[config.mk]
export PLATFORM = sky130hd
export DESIGN_NAME = axis_rr_arbiter_flat
export DESIGN_NICKNAME = d
export VERILOG_FILES = /design/src/rtl/axis_rr_arbiter_pkg.sv /design/src/rtl/axis_rr_arbiter_if.sv /design/src/rtl/axis_rr_arbiter_rr_picker.sv /design/src/rtl/axis_rr_arbiter.sv /design/src/flat_wrapper.sv
export SDC_FILE = /design/constraint.sdc
export NUM_CORES = 1
export LEC_CHECK = 0
export BUFFER_PORTS_ARGS = -buffer_cell sky130_fd_sc_hd__buf_2
export CAP_MARGIN = 10
export CORE_MARGIN = 2
export CORE_UTILIZATION = 47
export CTS_CLUSTER_SIZE = 8
export DETAILED_ROUTE_END_ITERATION = 16
export PLACE_DENSITY = 0.89
export SLEW_MARGIN = 10
export SYNTH_ARGS = -nofsm -noshare
export SYNTH_HDL_FRONTEND = slang
export SYNTH_SLANG_ARGS = --single-unit
[constraint.sdc]
create_clock -name clk_i -period 2.3 [get_ports clk_i]
set_input_delay 0.115 -clock clk_i [delete_from_list [all_inputs] [get_ports clk_i]]
set_output_delay 0.115 -clock clk_i [all_outputs]
set_load 0.02 [all_outputs]
[src/rtl/axis_rr_arbiter_pkg.sv]
// Shared arbitration types and default sizing for round-robin stream schedulers.
package axis_arb_pkg;

    typedef enum logic {
        ST_IDLE  = 1'b0,
        ST_GRANT = 1'b1
    } arb_state_t;

    localparam int DEF_N_PORTS   = 4;
    localparam int DEF_DATA_W    = 4;
    localparam int DEF_MAX_BURST = 4;

endpackage

[src/rtl/axis_rr_arbiter_if.sv]
// Requester-side and master-side stream bundle of the round-robin arbiter.
interface axis_rr_arbiter_if
    import axis_arb_pkg::*;
#(
    parameter int N_PORTS = DEF_N_PORTS,
    parameter int DATA_W  = DEF_DATA_W,
    parameter int ID_W    = $clog2(N_PORTS)
) ();

    logic [N_PORTS-1:0]        tvalid_i;
    logic [N_PORTS-1:0]        tready_o;
    logic [N_PORTS*DATA_W-1:0] tdata_i;
    logic                      tvalid_o;
    logic                      tready_i;
    logic [DATA_W-1:0]         tdata_o;
    logic [ID_W-1:0]           tid_o;
    logic                      busy_o;

    // Arbiter side
    modport slave (
        input  tvalid_i, tdata_i, tready_i,
        output tready_o, tvalid_o, tdata_o, tid_o, busy_o
    );

    // Environment side: requesters plus the downstream buffer
    modport master (
        output tvalid_i, tdata_i, tready_i,
        input  tready_o, tvalid_o, tdata_o, tid_o, busy_o
    );

endinterface

[src/rtl/axis_rr_arbiter_rr_picker.sv]
// Round-robin picker: first asserted request after `last`, wrapping at N_PORTS-1.
// Latency: combinational.
// Backpressure: none; pure function of req and last.
module rr_picker #(
    parameter int N_PORTS = 4,
    parameter int ID_W    = $clog2(N_PORTS)
) (
    input  logic [N_PORTS-1:0] req,
    input  logic [ID_W-1:0]    last,
    output logic [ID_W-1:0]    winner,
    output logic               any
);

    always_comb begin
        winner = '0;
        // Scan farthest offset first so the nearest requester after `last` overwrites
        for (int off = N_PORTS; off >= 1; off--) begin
            if (req[ID_W'((int'(last) + off) % N_PORTS)]) begin
                winner = ID_W'((int'(last) + off) % N_PORTS);
            end
        end
        any = |req;
    end

endmodule

[src/rtl/axis_rr_arbiter.sv]
// Round-robin arbiter muxing N stream requesters onto one master port, bursts capped at MAX_BURST.
// Latency: 1 cycle from request in IDLE to tvalid_o; data/ready combinational while granted.
// Backpressure: tready_i passes straight to the granted requester; others see tready_o=0.
module axis_rr_arbiter
    import axis_arb_pkg::*;
#(
    parameter int N_PORTS   = DEF_N_PORTS,
    parameter int DATA_W    = DEF_DATA_W,
    parameter int MAX_BURST = DEF_MAX_BURST,
    parameter int ID_W      = $clog2(N_PORTS)
) (
    input  logic              clk_i,
    input  logic              arstn_i,
    axis_rr_arbiter_if.slave  bus
);

    localparam int CNT_W = $clog2(MAX_BURST) + 1;

    arb_state_t       state_q;
    logic [ID_W-1:0]  grant_q;
    logic [ID_W-1:0]  last_q;
    logic [CNT_W-1:0] cnt_q;

    logic [ID_W-1:0]    pick_winner;
    logic               pick_any;
    logic               grant_vld;
    logic               hs;
    logic [N_PORTS-1:0] tready_dat;

    rr_picker #(
        .N_PORTS (N_PORTS),
        .ID_W    (ID_W)
    ) u_picker (
        .req    (bus.tvalid_i),
        .last   (last_q),
        .winner (pick_winner),
        .any    (pick_any)
    );

    assign grant_vld = (state_q == ST_GRANT) && bus.tvalid_i[grant_q];
    assign hs        = grant_vld && bus.tready_i;

    always_ff @(posedge clk_i or negedge arstn_i) begin
        if (!arstn_i) begin
            state_q <= ST_IDLE;
            grant_q <= '0;
            last_q  <= ID_W'(N_PORTS - 1);
            cnt_q   <= '0;
        end else begin
            case (state_q)
                ST_IDLE: begin
                    if (pick_any) begin
                        grant_q <= pick_winner;
                        cnt_q   <= '0;
                        state_q <= ST_GRANT;
                    end
                end
                ST_GRANT: begin
                    // Drop the grant only when no beat is pending or the burst quota is used up
                    if (!bus.tvalid_i[grant_q]) begin
                        state_q <= ST_IDLE;
                        last_q  <= grant_q;
                        cnt_q   <= '0;
                    end else if (hs) begin
                        if (cnt_q == CNT_W'(MAX_BURST - 1)) begin
                            state_q <= ST_IDLE;
                            last_q  <= grant_q;
                            cnt_q   <= '0;
                        end else begin
                            cnt_q <= cnt_q + 1'b1;
                        end
                    end
                end
                default: state_q <= ST_IDLE;
            endcase
        end
    end

    always_comb begin
        tready_dat = '0;
        if (state_q == ST_GRANT) begin
            tready_dat[grant_q] = bus.tready_i;
        end
    end

    assign bus.tready_o = tready_dat;
    assign bus.tvalid_o = grant_vld;
    assign bus.tdata_o  = (state_q == ST_GRANT) ? bus.tdata_i[grant_q*DATA_W +: DATA_W] : '0;
    assign bus.tid_o    = grant_q;
    assign bus.busy_o   = (state_q == ST_GRANT);

endmodule

[src/flat_wrapper.sv]
// flat-port wrapper written by rule: the top's interface ports become plain ports
module axis_rr_arbiter_flat import axis_arb_pkg::*;
#(
    parameter int N_PORTS   = DEF_N_PORTS,
    parameter int DATA_W    = DEF_DATA_W,
    parameter int MAX_BURST = DEF_MAX_BURST,
    parameter int ID_W      = $clog2(N_PORTS)
)
  (clk_i, arstn_i, bus_tvalid_i, bus_tdata_i, bus_tready_i, bus_tready_o, bus_tvalid_o, bus_tdata_o, bus_tid_o, bus_busy_o);
  axis_rr_arbiter_if #(.N_PORTS(N_PORTS), .DATA_W(DATA_W), .ID_W(ID_W)) bus_i ();
  input  logic clk_i;
  input  logic arstn_i;
  input wire logic [$bits(bus_i.tvalid_i)-1:0] bus_tvalid_i;
  input wire logic [$bits(bus_i.tdata_i)-1:0] bus_tdata_i;
  input wire logic [$bits(bus_i.tready_i)-1:0] bus_tready_i;
  output wire logic [$bits(bus_i.tready_o)-1:0] bus_tready_o;
  output wire logic [$bits(bus_i.tvalid_o)-1:0] bus_tvalid_o;
  output wire logic [$bits(bus_i.tdata_o)-1:0] bus_tdata_o;
  output wire logic [$bits(bus_i.tid_o)-1:0] bus_tid_o;
  output wire logic [$bits(bus_i.busy_o)-1:0] bus_busy_o;
  assign bus_i.tvalid_i = bus_tvalid_i;
  assign bus_i.tdata_i = bus_tdata_i;
  assign bus_i.tready_i = bus_tready_i;
  assign bus_tready_o = bus_i.tready_o;
  assign bus_tvalid_o = bus_i.tvalid_o;
  assign bus_tdata_o = bus_i.tdata_o;
  assign bus_tid_o = bus_i.tid_o;
  assign bus_busy_o = bus_i.busy_o;
  axis_rr_arbiter #(.N_PORTS(N_PORTS), .DATA_W(DATA_W), .MAX_BURST(MAX_BURST), .ID_W(ID_W)) u_core (.clk_i(clk_i), .arstn_i(arstn_i), .bus(bus_i));
endmodule
==> results.md, run 1 <==
- The remaining number of nets flagged by the antenna check after routing is 0.
- Once the clock tree was built, the resizer swapped 0 gates to a different size.
- The switching fraction of total power is 45.89%.
- The synthesized netlist devotes 16.09% of its cell area to compound gates.
- Counting flops with a built-in enable in the synthesized netlist gives 0.
- The count of pins over their slew limit came to 0.
- In the finished design, the share of the clock period the worst path needs comes to 81.79%.
- Summing every instance area after synthesis gives 691.9 um^2.
- The critical setup path kind is reg2out.
- The H-tree depth reported by CTS is 1.
- The run finished with clean final reports.
- The final critical delay including setup and external delays is 1.881 ns.
- Data arrives at the worst endpoint at 1.77 ns.
- The most used flip-flop cell after synthesis is sky130_fd_sc_hd__dfrtp_1.
- The most frequent cell on the critical path is sky130_fd_sc_hd__mux2i_1.
- The largest buffer count on any clock path is 2.
- After clock tree synthesis, the clock-pin slew on the worst setup and hold paths is 0.05 ns.
- TritonCTS built the clock tree.
- In this run the static leakage power is 0.4475 nW.
- In this run, synthesis produced a sequential element count of 8.
- Synthesis produced a netlist with a net count of 95.
- Of the total power, the clock network draws 10.3%.
- For this run the aggregate overflow at the end of global routing stands at 0.
- For this run, global-route usage on met3 was measured as 9.483%.
- For the pin with the worst max-slew slack, the measured transition is 0.4631 ns.
- The internal cell power is 0.6018 mW.
- The synthesized netlist devotes 0% of its cell area to XOR and XNOR gates.
- Across all layers, the routed design uses 699 vias.
- Setup violations remaining at the end of the flow were counted as 0.
- The average wire per standard cell is 13.52 um.
- The worst stage delay on the critical path is 0.59 ns.
- The worst-case IR drop observed on VDD is 0.6737 mV.
- Buffers inserted during clock tree synthesis total 3.
- The proportion of power drawn by combinational gates is 58.0%.
- The worst hold path belongs to the class in2reg.
- The chip height is 42.37 um.
- The mean number of vias per cell is 5.730.
- The startpoint kind of the worst setup timing path is a register.
- At the end of routability-driven placement, the weighted congestion stood at 0.8516.
- The placement row count is 13.
- Power spread over the standard cell area amounts to 1240 mW/mm^2.
- The insertion delay to the later sink of the worst-skew pair is 0.25 ns.
- The number of inserted diodes is 0.
- After synthesis, the share of cell area in mux cells is 22.60%.
- During synthesis, Yosys emitted a total of 0 warnings.
- For this run, asynchronously set or reset flops after synthesis account for 100.0%.
- The region available for standard cell placement spans 0.001334 mm^2.
- The pin count of the biggest net entering global routing is 20.
- Sequential cells account for 31.6% of the total power.
- The sequential fraction of the synthesis area is 29.29%.
- The share of cells above drive strength 1 is 46.73%.
- The final hold violation count came to 0.
- Yosys attributes the largest share of cell area to sky130_fd_sc_hd__dfrtp_1, sky130_fd_sc_hd__mux4_2, sky130_fd_sc_hd__dfstp_2.
- The worst setup path is captured at an output port.
- On the critical path, the stage with the largest delay is an instance of sky130_fd_sc_hd__dfrtp_1.
- The cell sitting at the root of the clock tree is a sky130_fd_sc_hd__clkbuf_4.
- The dominant combinational cell family by area after synthesis is simple AND/OR/NAND/NOR gates.
- Summed over its instances, the top area cell type makes up 21.70% of the synthesized netlist area.
- The total length of routed wires is 1.650 mm.
- The first routing iteration left 9 violations.
- Setup repair after global routing left no endpoint under its margin.
- In this run the tightest slew margin relative to its limit is 69.13%.
- The filler cells instantiated in the layout total 110.
- The area growth from synthesis to layout is 29.66%.
- The synthesized netlist contains 34 unique library cells.
- The biggest area contributor in the post-synthesis netlist is sky130_fd_sc_hd__dfrtp_1.
- Sorting the synthesized cells by how often they occur yields sky130_fd_sc_hd__a21oi_1, sky130_fd_sc_hd__and2_1, sky130_fd_sc_hd__dfrtp_1.
- Summing the areas of all and, or, nand and nor instances in the mapped netlist gives 25.14% of the synthesized area.
- The critical path goes through mux2i_1, mux2i_1, and2_1, buf_2.
- The max capacitance violation total is 0.
- The achievable clock frequency is 0.5316 GHz.
- The worst clock skew is 0.001337 ns.
- STA puts the critical path data required time at 2.18 ns.
- The total design power is 1.112 mW.
- Global routing used 20.05% of the available met1 tracks.
- The largest fanout on the critical path is 13.
- For this run, the post-layout net count is 132.
- Dividing the synthesized area by the synthesized cell count gives 9.745 um^2.
- In the global route stage, met2 resource usage came out at 31.69%.
- The busiest metal layer after global routing is met2.
- For this design, the sink count on the clock tree is 8.
- The count of buffers added on input and output ports is 34.
- The final sum of negative setup slack is 0 ns.
- In the synthesized netlist, the number of instances is 71.
- The initial utilization of the core area, before any placement, comes to 51.88%.
- The post-synthesis adder-cell area fraction is 1.808%.
- The number of antenna violations at the first check in global routing is 0.
- The reported net switching power is 0.5103 mW.
- The floorplan step defined a die boundary enclosing 0.001795 mm^2.
- For this run, the total global-route usage over all layers was measured as 18.82%.
- 35 I/O pins were placed.
- The die extent in x is 42.37 um.
- The number of global-route vias before repair was 578.
- The first detailed-routing pass ran for 4 iterations.
- After detailed routing, the number of remaining DRC violations is 0.
- The first global-routing pass estimated 2.484 mm of wire.
==> layout by cell type, fill, tap and decap left out, types with 3 or more instances in the layout <==
cell and instances:
sky130_fd_sc_hd__buf_2 34, sky130_fd_sc_hd__o21ai_1 4, sky130_fd_sc_hd__mux4_2 4, sky130_fd_sc_hd__a21oi_1 6, sky130_fd_sc_hd__mux2i_1 4, sky130_fd_sc_hd__nand2b_1 3
sky130_fd_sc_hd__dfrtp_1 6, sky130_fd_sc_hd__clkbuf_4 3, sky130_fd_sc_hd__nor2_1 3, sky130_fd_sc_hd__and2_1 6, sky130_fd_sc_hd__inv_1 4
==> cell families after synthesis <==
kind of cell	Yosys count
multiplexers	10
adder cells (fa/ha/maj)	1
AND/OR/NAND/NOR	27
flip-flops	8
AO/OA/AOI/OAI	18
buffers and inverters	7
==> registers in the layout, summed over array words and instances, names as in the netlist <==
signal and flops:
u_core.cnt_q 3, u_core.bus.tid_o 2, u_core.last_q 2, u_core.bus.busy_o 1
==> critical path, delay by kind of cell (launching register included) <==
family / cells / cell delay [ns]
multiplexers: 2 / 0.57
flip-flops: 1 / 0.59
AND/OR/NAND/NOR: 1 / 0.20
buffers and inverters: 1 / 0.15
==> power by group through the flow <==
stage	sequential (mW)	clock, mW	combinational (mW)
after floorplan	0.303	0	0.536
after global placement	0.349	0	0.627
after detailed placement	0.353	0	0.646
after CTS	0.351	0.120	0.649
after global routing	0.369	0.123	0.698
final	0.352	0.115	0.645
==> repair_timing <==
item | in CTS | in global routing
hold buffers | 1 | 0
hold endpoints to repair | 8 | 0
setup buffers | 0 | 0
==> per-stage QoR <==
stage | hold WS [ns] | cells | instance area, um^2 | utilization, % | setup slack (ns)
after floorplan | -0.1806 | 71 | 691.9 | - | 0.8467
after global placement | -0.03775 | 117 | 860.8 | 64.54 | 0.7236
after detailed placement | -0.03350 | 117 | 860.8 | 64.54 | 0.7081
after CTS | 0.1991 | 122 | 897.1 | 67.26 | 0.4098
after global routing | 0.2072 | 122 | 897.1 | 67.26 | 0.3055
final | 0.2039 | 122 | 897.1 | 67.26 | 0.4187
==> worst paths after layout <==
path	from	end	slack, ns	cells after the start
max reg2reg	u_core.bus.tid_o[1]$_DFFE_PN0P_	u_core.last_q[1]$_DFFE_PN1P_	0.70	4
min	bus_tvalid_i[3]	u_core.bus.tid_o[1]$_DFFE_PN0P_	0.20	3
min in group asynchronous	arstn_i	u_core.bus.tid_o[0]$_DFFE_PN0P_	0.23	2
min reg2reg	u_core.cnt_q[0]$_DFFE_PN0P_	u_core.cnt_q[0]$_DFFE_PN0P_	0.49	1
max in group asynchronous	arstn_i	u_core.last_q[0]$_DFFE_PN1P_	1.84	2
max	u_core.bus.tid_o[1]$_DFFE_PN0P_	bus_tvalid_o	0.42	4
==> area by class of cell <==
type	count	area [um^2]	area share (%)
sequential	8	202.7	22.59
timing repair buffer	35	180.2	20.08
clock buffer	4	26.28	2.929
tap	15	18.77	2.092
inverter	4	15.01	1.674
multi-input combinational	56	454.2	50.63
==> layer usage <==
metal | vias to the layer above | routed length [um]
met5 | - | 0
met4 | 0 | 24
met3 | 4 | 200
met2 | 38 | 814
met1 | 319 | 609
li1 | 338 | -
Power figures use the tool's default switching activity.
==> inputs of run 2 (changes only) <==
--- a/config.mk
+++ b/config.mk
@@ -5,13 +5,14 @@
 export SDC_FILE = /design/constraint.sdc
 export NUM_CORES = 1
 export LEC_CHECK = 0
+export ABC_AREA = 1
 export BUFFER_PORTS_ARGS = -buffer_cell sky130_fd_sc_hd__buf_2
 export CAP_MARGIN = 10
 export CORE_MARGIN = 2
-export CORE_UTILIZATION = 47
+export CORE_UTILIZATION = 48
 export CTS_CLUSTER_SIZE = 8
 export DETAILED_ROUTE_END_ITERATION = 16
-export PLACE_DENSITY = 0.89
+export PLACE_DENSITY = 0.86
 export SLEW_MARGIN = 10
 export SYNTH_ARGS = -nofsm -noshare
 export SYNTH_HDL_FRONTEND = slang
==> constraint.sdc (replaced) <==
create_clock -name clk_i -period 1.9 [get_ports clk_i]
set_input_delay 0.095 -clock clk_i [delete_from_list [all_inputs] [get_ports clk_i]]
set_output_delay 0.095 -clock clk_i [all_outputs]
set_load 0.02 [all_outputs]
==> run 2 against run 1 <==
Total power up 65%. Count of clock-buffer cells in the layout unchanged. Worst setup slack worse by 0.21 ns. Cell count up 60%. Critical path depth increased by 1. Wire length is 41% higher. Largest cell class unchanged. Largest power group unchanged.
==> results.md, run 2 <==
- Following the worst setup path forward leads to its endpoint at bus_tdata_o[0].
- Tracing the worst setup path back leads to its startpoint at u_core.bus.tid_o[0]$_DFFE_PN0P_.
- The final sum of negative setup slack was 0 ns (unchanged).
- The top cell type's share of synthesized area is 20.14% (-1.6 points).
- The H-tree depth reported by CTS is 1 (unchanged).
- The remaining number of nets flagged by the antenna check after routing came to 0 (unchanged).
- Among all stages on the critical path, the largest delay is contributed by sky130_fd_sc_hd__dfrtp_1.
- The number of port buffers is 34 (unchanged).
- The number of search-and-repair iterations in the first detailed-routing pass is 4 (unchanged).
- The post-synthesis instance total is 136 (+92%).
- The overall overflow remaining after global route is 0 (unchanged).
- The standard cell core area was 0.001745 mm^2 (+31%).
- The full die area came to 0.002225 mm^2 (+24%).
- The global routing usage summed across all routing layers is 22.90% (+4.1 points).
- The area growth from synthesis to layout is 20.84%.
- Traced cell by cell, the critical path runs through inv_2, nor2_2, a22oi_1, a31oi_1, buf_2.
- The die extent in x came to 47.17 um (+11%).
- The share of cells above drive strength 1 came to 35.88% (-11 points).
- The sequential fraction of the synthesis area was 22.66% (-6.6 points).
- The insertion delay to the later sink of the worst-skew pair is 0.25 ns (about the same).
- The most common cell in the netlist is sky130_fd_sc_hd__nand2_1.
- By count the netlist is led by sky130_fd_sc_hd__nand2_1, sky130_fd_sc_hd__inv_1, sky130_fd_sc_hd__nor2_1.
- The highest ir drop seen on vdd is 1.097 mV (+63%).
- The worst clock skew came to 0.002096 ns (+0.0007591 ns).
- The instance count after placement with tap cells included is 190 (+62%).
- The tightest min-delay check is of the in2async type.
- The average wire per standard cell is 11.94 um (-12%).
- The post-synthesis instance area is 894.6 um^2 (+29%).
- Of all cell types, the one taking the most synthesized area is sky130_fd_sc_hd__nand2_1.
- The final routed DRC violation total is 0 (unchanged).
- The share of async-settable or async-resettable flops after synthesis is 100.0% (unchanged).
- The overall via count from detail_route is 1032 (+48%).
- The leakage component of the power was 0.5975 nW (+34%).
- The register with the most flip-flops is u_core.cnt_q.
- The tree is rooted in a sky130_fd_sc_hd__clkbuf_4.
- The placement row count was 15 (+2).
- The critical setup path kind is reg2out.
- The total number of nets in the final design is 195 (+48%).
- The pin count of the biggest net entering global routing is 13 (-35%).
- The CTS clock-pin slew for the worst setup and hold paths is 0.05 ns (about the same).
- Setup repair after global routing left no endpoint under its margin.
- The final hold violation count is 0 (unchanged).
- The mean number of vias per cell is 5.292 (-7.6%).
- The chip height is 47.17 um (+11%).
- The number of inserted diodes is 0 (unchanged).
- The routed design could run at a clock period as short as 1.688 ns.
- The global-route wire length before repair is 3.622 mm (+46%).
- The number of warnings reported in the yosys synthesis log is 0 (unchanged).
- Leaving out fill and tap cells, the most frequent cells in the layout are sky130_fd_sc_hd__nand2_1, sky130_fd_sc_hd__buf_2, sky130_fd_sc_hd__inv_1, sky130_fd_sc_hd__nor2_1, sky130_fd_sc_hd__nand4_1.
- The transition time at the pin with the least slew margin is 0.3622 ns (-0.1008 ns).
- The number of stages on the worst setup path is 5 (+1).
- The final design utilization came to 61.94% (-5.3 points).
- The HPWL after detailed placement is 1.947 mm.
- The post-CTS setup repair buffer count was 0 (unchanged).
- The total length of routed wires was 2.329 mm (+41%).
- The number of nets in the synthesized netlist came to 160 (+68%).
- The max capacitance violation total is 0 (unchanged).
- The post-CTS resize count came to 0 (unchanged).
- The total placed instance area is 0.001045 mm^2 (+21%).
- The power density over the cells is 1700 mW/mm^2 (+37%).
- Broken down by cell family, the worst path's largest delay share belongs to flip-flops.
- The count of flip-flops with a built-in enable after synthesis is 0 (unchanged).
- In the synthesized netlist the dominant register cell turns out to be sky130_fd_sc_hd__dfrtp_1.
- The number of placed I/O pins is 35 (unchanged).
- The flow ran to the end, and the final reports show no timing, DRC or antenna violations.
- The post-layout instance count excluding filler cells is 195 (+60%).
- The TritonCTS buffer count is 3 (unchanged).
- The largest buffer count on any clock path was 2 (unchanged).
- The total of hold buffers inserted after clock tree synthesis is 1 (unchanged).
- The worst reg2reg path depth is 6 (+2).
- Sorting the synthesized cells by area gives the leading types as sky130_fd_sc_hd__nand2_1, sky130_fd_sc_hd__dfrtp_1, sky130_fd_sc_hd__dfstp_2.
- The worst stage delay on the critical path came to 0.53 ns (-0.06 ns).
- Leaving out fill and tap cells, the most frequent cell in the layout is sky130_fd_sc_hd__nand2_1.
- The routability-driven placement congestion ratio is 0.8597 (+0.95%).
- The arrival time at the worst endpoint is 1.59 ns (-0.18 ns).
- The design area is 0.001081 mm^2 (+21%).
- For this run, the top clock speed supported by timing is 0.5923 GHz.
- The number of antenna violations at the first check in global routing is 0 (unchanged).
- The buffer and inverter count on the worst path is 2 (+1).
- The TritonCTS clock tree is done.
- The total of fill cells in the finished design is 179 (+63%).
- In this run the critical register-to-register path is captured at u_core.last_q[0]$_DFFE_PN1P_.
- The largest fanout on the critical path came to 9 (-4).
- The starting density of the core was 51.25% (-0.62 points).
- In the finished design, the share of the clock period the worst path needs comes to 88.86%.
- The count of pins over their slew limit is 0 (unchanged).
- The synthesized area per cell came to 6.578 um^2 (-33%).
- The clock sink total is 8 (unchanged).
- The total setup violations reported at the end of the flow is 0 (unchanged).
- The register-to-register setup slack came to 0.46 ns (-0.24 ns).
- The register bit count reported by yosys is 8 (unchanged).
- The data required time at the worst endpoint was 1.80 ns (-0.38 ns).
- The relative max-transition margin came to 75.85% (+6.7 points).
- The total design power is 1.838 mW (+65%).
- The number of library cell types mapped by synthesis came to 27 (-21%).
- The detailed router's first-iteration violation count is 20 (+11).
- The source of the worst register-to-register timing path is u_core.bus.tid_o[1]$_DFFE_PN0P_.
- The type of element capturing the critical path is an output port.
- The startpoint kind of the worst setup timing path is a register.
- The number of global-route vias before repair is 864 (+49%).
- The number of flip-flops in the largest register is 3 (unchanged).
run 2: area by class of cell:
| cell class | count | area (um^2) | area share, % |
|---|---|---|---|
| multi-input combinational | 108 | 579.3 | 53.59 |
| timing repair buffer | 35 | 180.2 | 16.67 |
| inverter | 15 | 61.31 | 5.671 |
| tap | 25 | 31.28 | 2.894 |
| sequential | 8 | 202.7 | 18.75 |
| clock buffer | 4 | 26.28 | 2.431 |
run 2: routing by layer:
layer | GRT usage, % | wire length [um]
met3 | 5.769 | 109
met1 | 30.70 | 996
met5 | 0 | 0
met4 | 5.000 | 14
met2 | 37.26 | 1208
run 2: how the worst min path moves through the flow:
| stage | from | end | slack (ns) | cells past startpoint |
|---|---|---|---|---|
| after floorplan | arstn_i | u_core.bus.busy_o$_DFF_PN0_ | -0.20 | 0 |
| final | arstn_i | u_core.bus.tid_o[1]$_DFFE_PN0P_ | 0.20 | 2 |
| after global placement | arstn_i | u_core.cnt_q[0]$_DFFE_PN0P_ | -0.06 | 1 |
| after detailed placement | arstn_i | u_core.bus.busy_o$_DFF_PN0_ | -0.06 | 1 |
| after global routing | arstn_i | u_core.bus.tid_o[1]$_DFFE_PN0P_ | 0.22 | 2 |
| after CTS | bus_tready_i | u_core.last_q[1]$_DFFE_PN1P_ | 0.20 | 4 |
run 2: kinds of logic after synthesis:
kind of cell,Yosys count,share of synthesized area (%)
and+or+nand+nor,88,48.67
buffers and inverters,20,12.59
AOI/OAI and AO/OA,19,14.68
DFF,8,22.66
adders and majority gates,1,1.398
run 2: power by group:
group          internal (mW)  switching, mW  leakage, nW
Clock                 0.0803         0.0570       0.0150
Sequential             0.255          0.160       0.0964
Combinational          0.437          0.848        0.486
run 2: stage by stage:
| step | hold WS [ns] | worst slack, ns |
|---|---|---|
| final | 0.2034 | 0.2117 |
| after global placement | -0.05938 | 0.5062 |
| after floorplan | -0.2006 | 0.4637 |
| after CTS | 0.1991 | 0.2135 |
| after global routing | 0.2206 | 0.07440 |
| after detailed placement | -0.05671 | 0.4778 |
==> inputs of run 3 (changes only) <==
--- a/config.mk
+++ b/config.mk
@@ -13,6 +13,7 @@
 export CTS_CLUSTER_SIZE = 8
 export DETAILED_ROUTE_END_ITERATION = 16
 export PLACE_DENSITY = 0.86
+export REMOVE_ABC_BUFFERS = 1
 export SLEW_MARGIN = 10
 export SYNTH_ARGS = -nofsm -noshare
 export SYNTH_HDL_FRONTEND = slang
==> run 3 against run 2 <==
Clock skew up 0.00066 ns. Highest routed layer is now met3. Global-route usage shrank 0.51 points. Critical path type unchanged. Flip-flop and latch count did not move. Via count shrank 1.6%. Clock power about the same. Register-to-register slack improved by 0.02 ns. Combinational power about the same. Largest power group unchanged.
==> results.md, run 3 (synthesis results as in run 2) <==
- The run finished with clean final reports.
- The share of total power in the clock network is 7.3% (-0.2 points).
- The count of pins over their slew limit is 0 (unchanged).
- The detailed router's first-iteration violation count is 38 (+90%).
- The max capacitance violation total is 0 (unchanged).
- The critical setup path kind is reg2out.
- The largest fanout on the critical path was 9 (unchanged).
- The final design utilization is 61.94% (unchanged).
- The design area is 0.001081 mm^2 (unchanged).
- The capture instance of the worst register-to-register path is u_core.bus.tid_o[0]$_DFFE_PN0P_.
- The relative max-transition margin came to 76.67% (+0.82 points).
- The internal cell power is 0.7729 mW (about the same).
- The reported net switching power is 1.051 mW (-1.4%).
- The leading cell type in the layout, fill and taps excluded is sky130_fd_sc_hd__nand2_1.
- The final routed DRC violation total is 0 (unchanged).
- The global-route wire length before repair came to 3.560 mm (-1.7%).
- The number of global-route vias before repair is 875 (+1.3%).
- The largest buffer count on any clock path came to 2 (unchanged).
- The proportion of power drawn by combinational gates came to 69.8% (about the same).
- The worst min-delay path class is in2async.
- The die extent in x is 47.17 um (unchanged).
- The post-CTS resize count is 0 (unchanged).
- The number of flip-flops in the largest register is 3 (unchanged).
- The switching fraction of total power is 57.63% (-0.36 points).
- The total placed instance area is 0.001045 mm^2 (unchanged).
- The instance count after placement with tap cells included came to 190 (unchanged).
- The layout overhead on the synthesized area is 20.84% (unchanged).
- The total length of routed wires is 2.294 mm (-1.5%).
- The global routing usage summed across all routing layers is 22.39% (-0.51 points).
- The TritonCTS clock tree is done.
- The worst setup path is launched from a register.
- The post-layout instance count excluding filler cells is 195 (unchanged).
- The chip height is 47.17 um (unchanged).
- More flip-flops sit in one register than any other, and that register is u_core.cnt_q.
- The overall via count from detail_route came to 1016 (-1.6%).
- The total setup violations reported at the end of the flow is 0 (unchanged).
- Leaving out fill and tap cells, the most frequent cells in the layout are sky130_fd_sc_hd__nand2_1, sky130_fd_sc_hd__buf_2, sky130_fd_sc_hd__inv_1, sky130_fd_sc_hd__nor2_1, sky130_fd_sc_hd__nand4_1.
- The arrival time at the worst endpoint came to 1.58 ns (about the same).
- The pin count of the biggest net entering global routing came to 13 (unchanged).
- The final critical delay including setup and external delays is 1.678 ns (-0.009923 ns).
- The full die area was 0.002225 mm^2 (unchanged).
- The share of cells above drive strength 1 is 35.88% (unchanged).
- The clock sink total is 8 (unchanged).
- The final worst slack is 0.2216 ns (+0.009923 ns).
- The number of antenna violations at the first check in global routing is 0 (unchanged).
- The overall overflow remaining after global route is 0 (unchanged).
- The average wire per standard cell is 11.76 um (-1.5%).
- The root buffer cell chosen for the clock tree is sky130_fd_sc_hd__clkbuf_4.
- The register-to-register setup slack is 0.48 ns (+0.02 ns).
- The sequential share of power was 22.9% (+0.3 points).
- The final hold violation count came to 0 (unchanged).
- The number of inserted diodes is 0 (unchanged).
- The highest ir drop seen on vdd came to 0.9065 mV (-17%).
- The worst reg2reg path depth came to 8 (+2).
- The leakage component of the power is 0.5975 nW (unchanged).
- The mean number of vias per cell came to 5.210 (-1.6%).
- The placement row count is 15 (unchanged).
- The CTS clock-pin slew for the worst setup and hold paths was 0.05 ns (about the same).
- The standard cell core area is 0.001745 mm^2 (unchanged).
- The setup slack at placement came to 0.4926 ns (+0.01482 ns).
- The routability-driven placement congestion ratio is 0.8044 (-6.4%).
- The worst setup path is captured at an output port.
- The number of search-and-repair iterations in the first detailed-routing pass was 4 (unchanged).
- The starting density of the core is 51.25% (unchanged).
- The data required time at the worst endpoint is 1.80 ns (about the same).
- The number of port buffers came to 34 (unchanged).
- The remaining number of nets flagged by the antenna check after routing is 0 (unchanged).
- The startpoint identified for the worst register-to-register timing path is u_core.last_q[0]$_DFFE_PN1P_.
- Setup repair after global routing left no endpoint under its margin.
- The final sum of negative setup slack came to 0 ns (unchanged).
- The achievable clock frequency came to 0.5958 GHz (+0.59%).
- The power density over the cells is 1687 mW/mm^2 (-0.77%).
- The worst clock skew is 0.002753 ns (+0.0006569 ns).
- The total number of nets in the final design is 195 (unchanged).
- The H-tree depth reported by CTS came to 1 (unchanged).
- The insertion delay to the later sink of the worst-skew pair is 0.25 ns (about the same).
- The portion of the clock cycle consumed by the worst path in the final layout is 88.34% (-0.52 points).
- The transition time at the pin with the least slew margin is 0.3499 ns (-0.01232 ns).
- The TritonCTS buffer count is 3 (unchanged).
- The number of placed I/O pins came to 35 (unchanged).
- The HPWL after detailed placement is 1.949 mm (about the same).
-- run 3: cell counts in the layout (fill, tap and decap cells not counted) --
No cell type changed its count.
-- run 3: how the worst max path moves through the flow --
stage	start	to	slack, ns	cells after the start
6_report	u_core.bus.tid_o[0]$_DFFE_PN0P_	bus_tdata_o[3]	0.22	5
3_5_place_dp	u_core.last_q[0]$_DFFE_PN1P_	u_core.bus.tid_o[1]$_DFFE_PN0P_	0.49	7
5_1_grt	u_core.bus.tid_o[0]$_DFFE_PN0P_	bus_tdata_o[0]	0.14	5
4_1_cts	u_core.bus.tid_o[0]$_DFFE_PN0P_	bus_tdata_o[3]	0.23	5
3_3_place_gp	u_core.last_q[0]$_DFFE_PN1P_	u_core.bus.tid_o[0]$_DFFE_PN0P_	0.50	8
2_1_floorplan	u_core.bus.tid_o[1]$_DFFE_PN0P_	bus_tvalid_o	0.45	4
-- run 3: layout make-up --
type                       count  area, um^2
tap                           25       31.28
inverter                      15       61.31
clock buffer                   4       26.28
fill                         165       664.4
timing repair buffer          35       180.2
multi-input combinational    108       579.3
sequential                     8       202.7
-- run 3: power groups by stage --
| stage | sequential, mW | clock [mW] | combinational (mW) |
|---|---|---|---|
| final | 0.418 | 0.134 | 1.27 |
| after global placement | 0.403 | 0 | 1.24 |
| after CTS | 0.416 | 0.141 | 1.27 |
| after floorplan | 0.424 | 0 | 0.932 |
| after global routing | 0.432 | 0.153 | 1.42 |
| after detailed placement | 0.419 | 0 | 1.27 |
-- run 3: per-layer routing --
| layer | track usage, % | routed length (um) | vias to the layer above |
|---|---|---|---|
| li1 | - | - | 518 |
| met4 | 5.000 | 0 | 0 |
| met5 | 0 | 0 | - |
| met2 | 37.81 | 1222 | 27 |
| met1 | 28.74 | 993 | 471 |
| met3 | 5.769 | 77 | 0 |
-- run 3: timing repair --
action,in CTS,in global routing
hold buffers,1,0
setup buffers,0,0
endpoints found under the hold margin,8,0
-- run 3: worst max-delay path: stages, from the launching register on --
cell	delay, ns
sky130_fd_sc_hd__dfrtp_1	0.54
sky130_fd_sc_hd__inv_2	0.08
sky130_fd_sc_hd__nor2_2	0.24
sky130_fd_sc_hd__a22oi_1	0.14
sky130_fd_sc_hd__a31oi_1	0.15
sky130_fd_sc_hd__buf_2	0.19
-- run 3: metrics by stage --
stage | hold slack, ns | power (mW)
floorplan | -0.2006 | 1.356
CTS | 0.2013 | 1.831
global route | 0.2226 | 2.005
global placement | -0.06522 | 1.648
detailed placement | -0.06261 | 1.687
finish | 0.2053 | 1.824
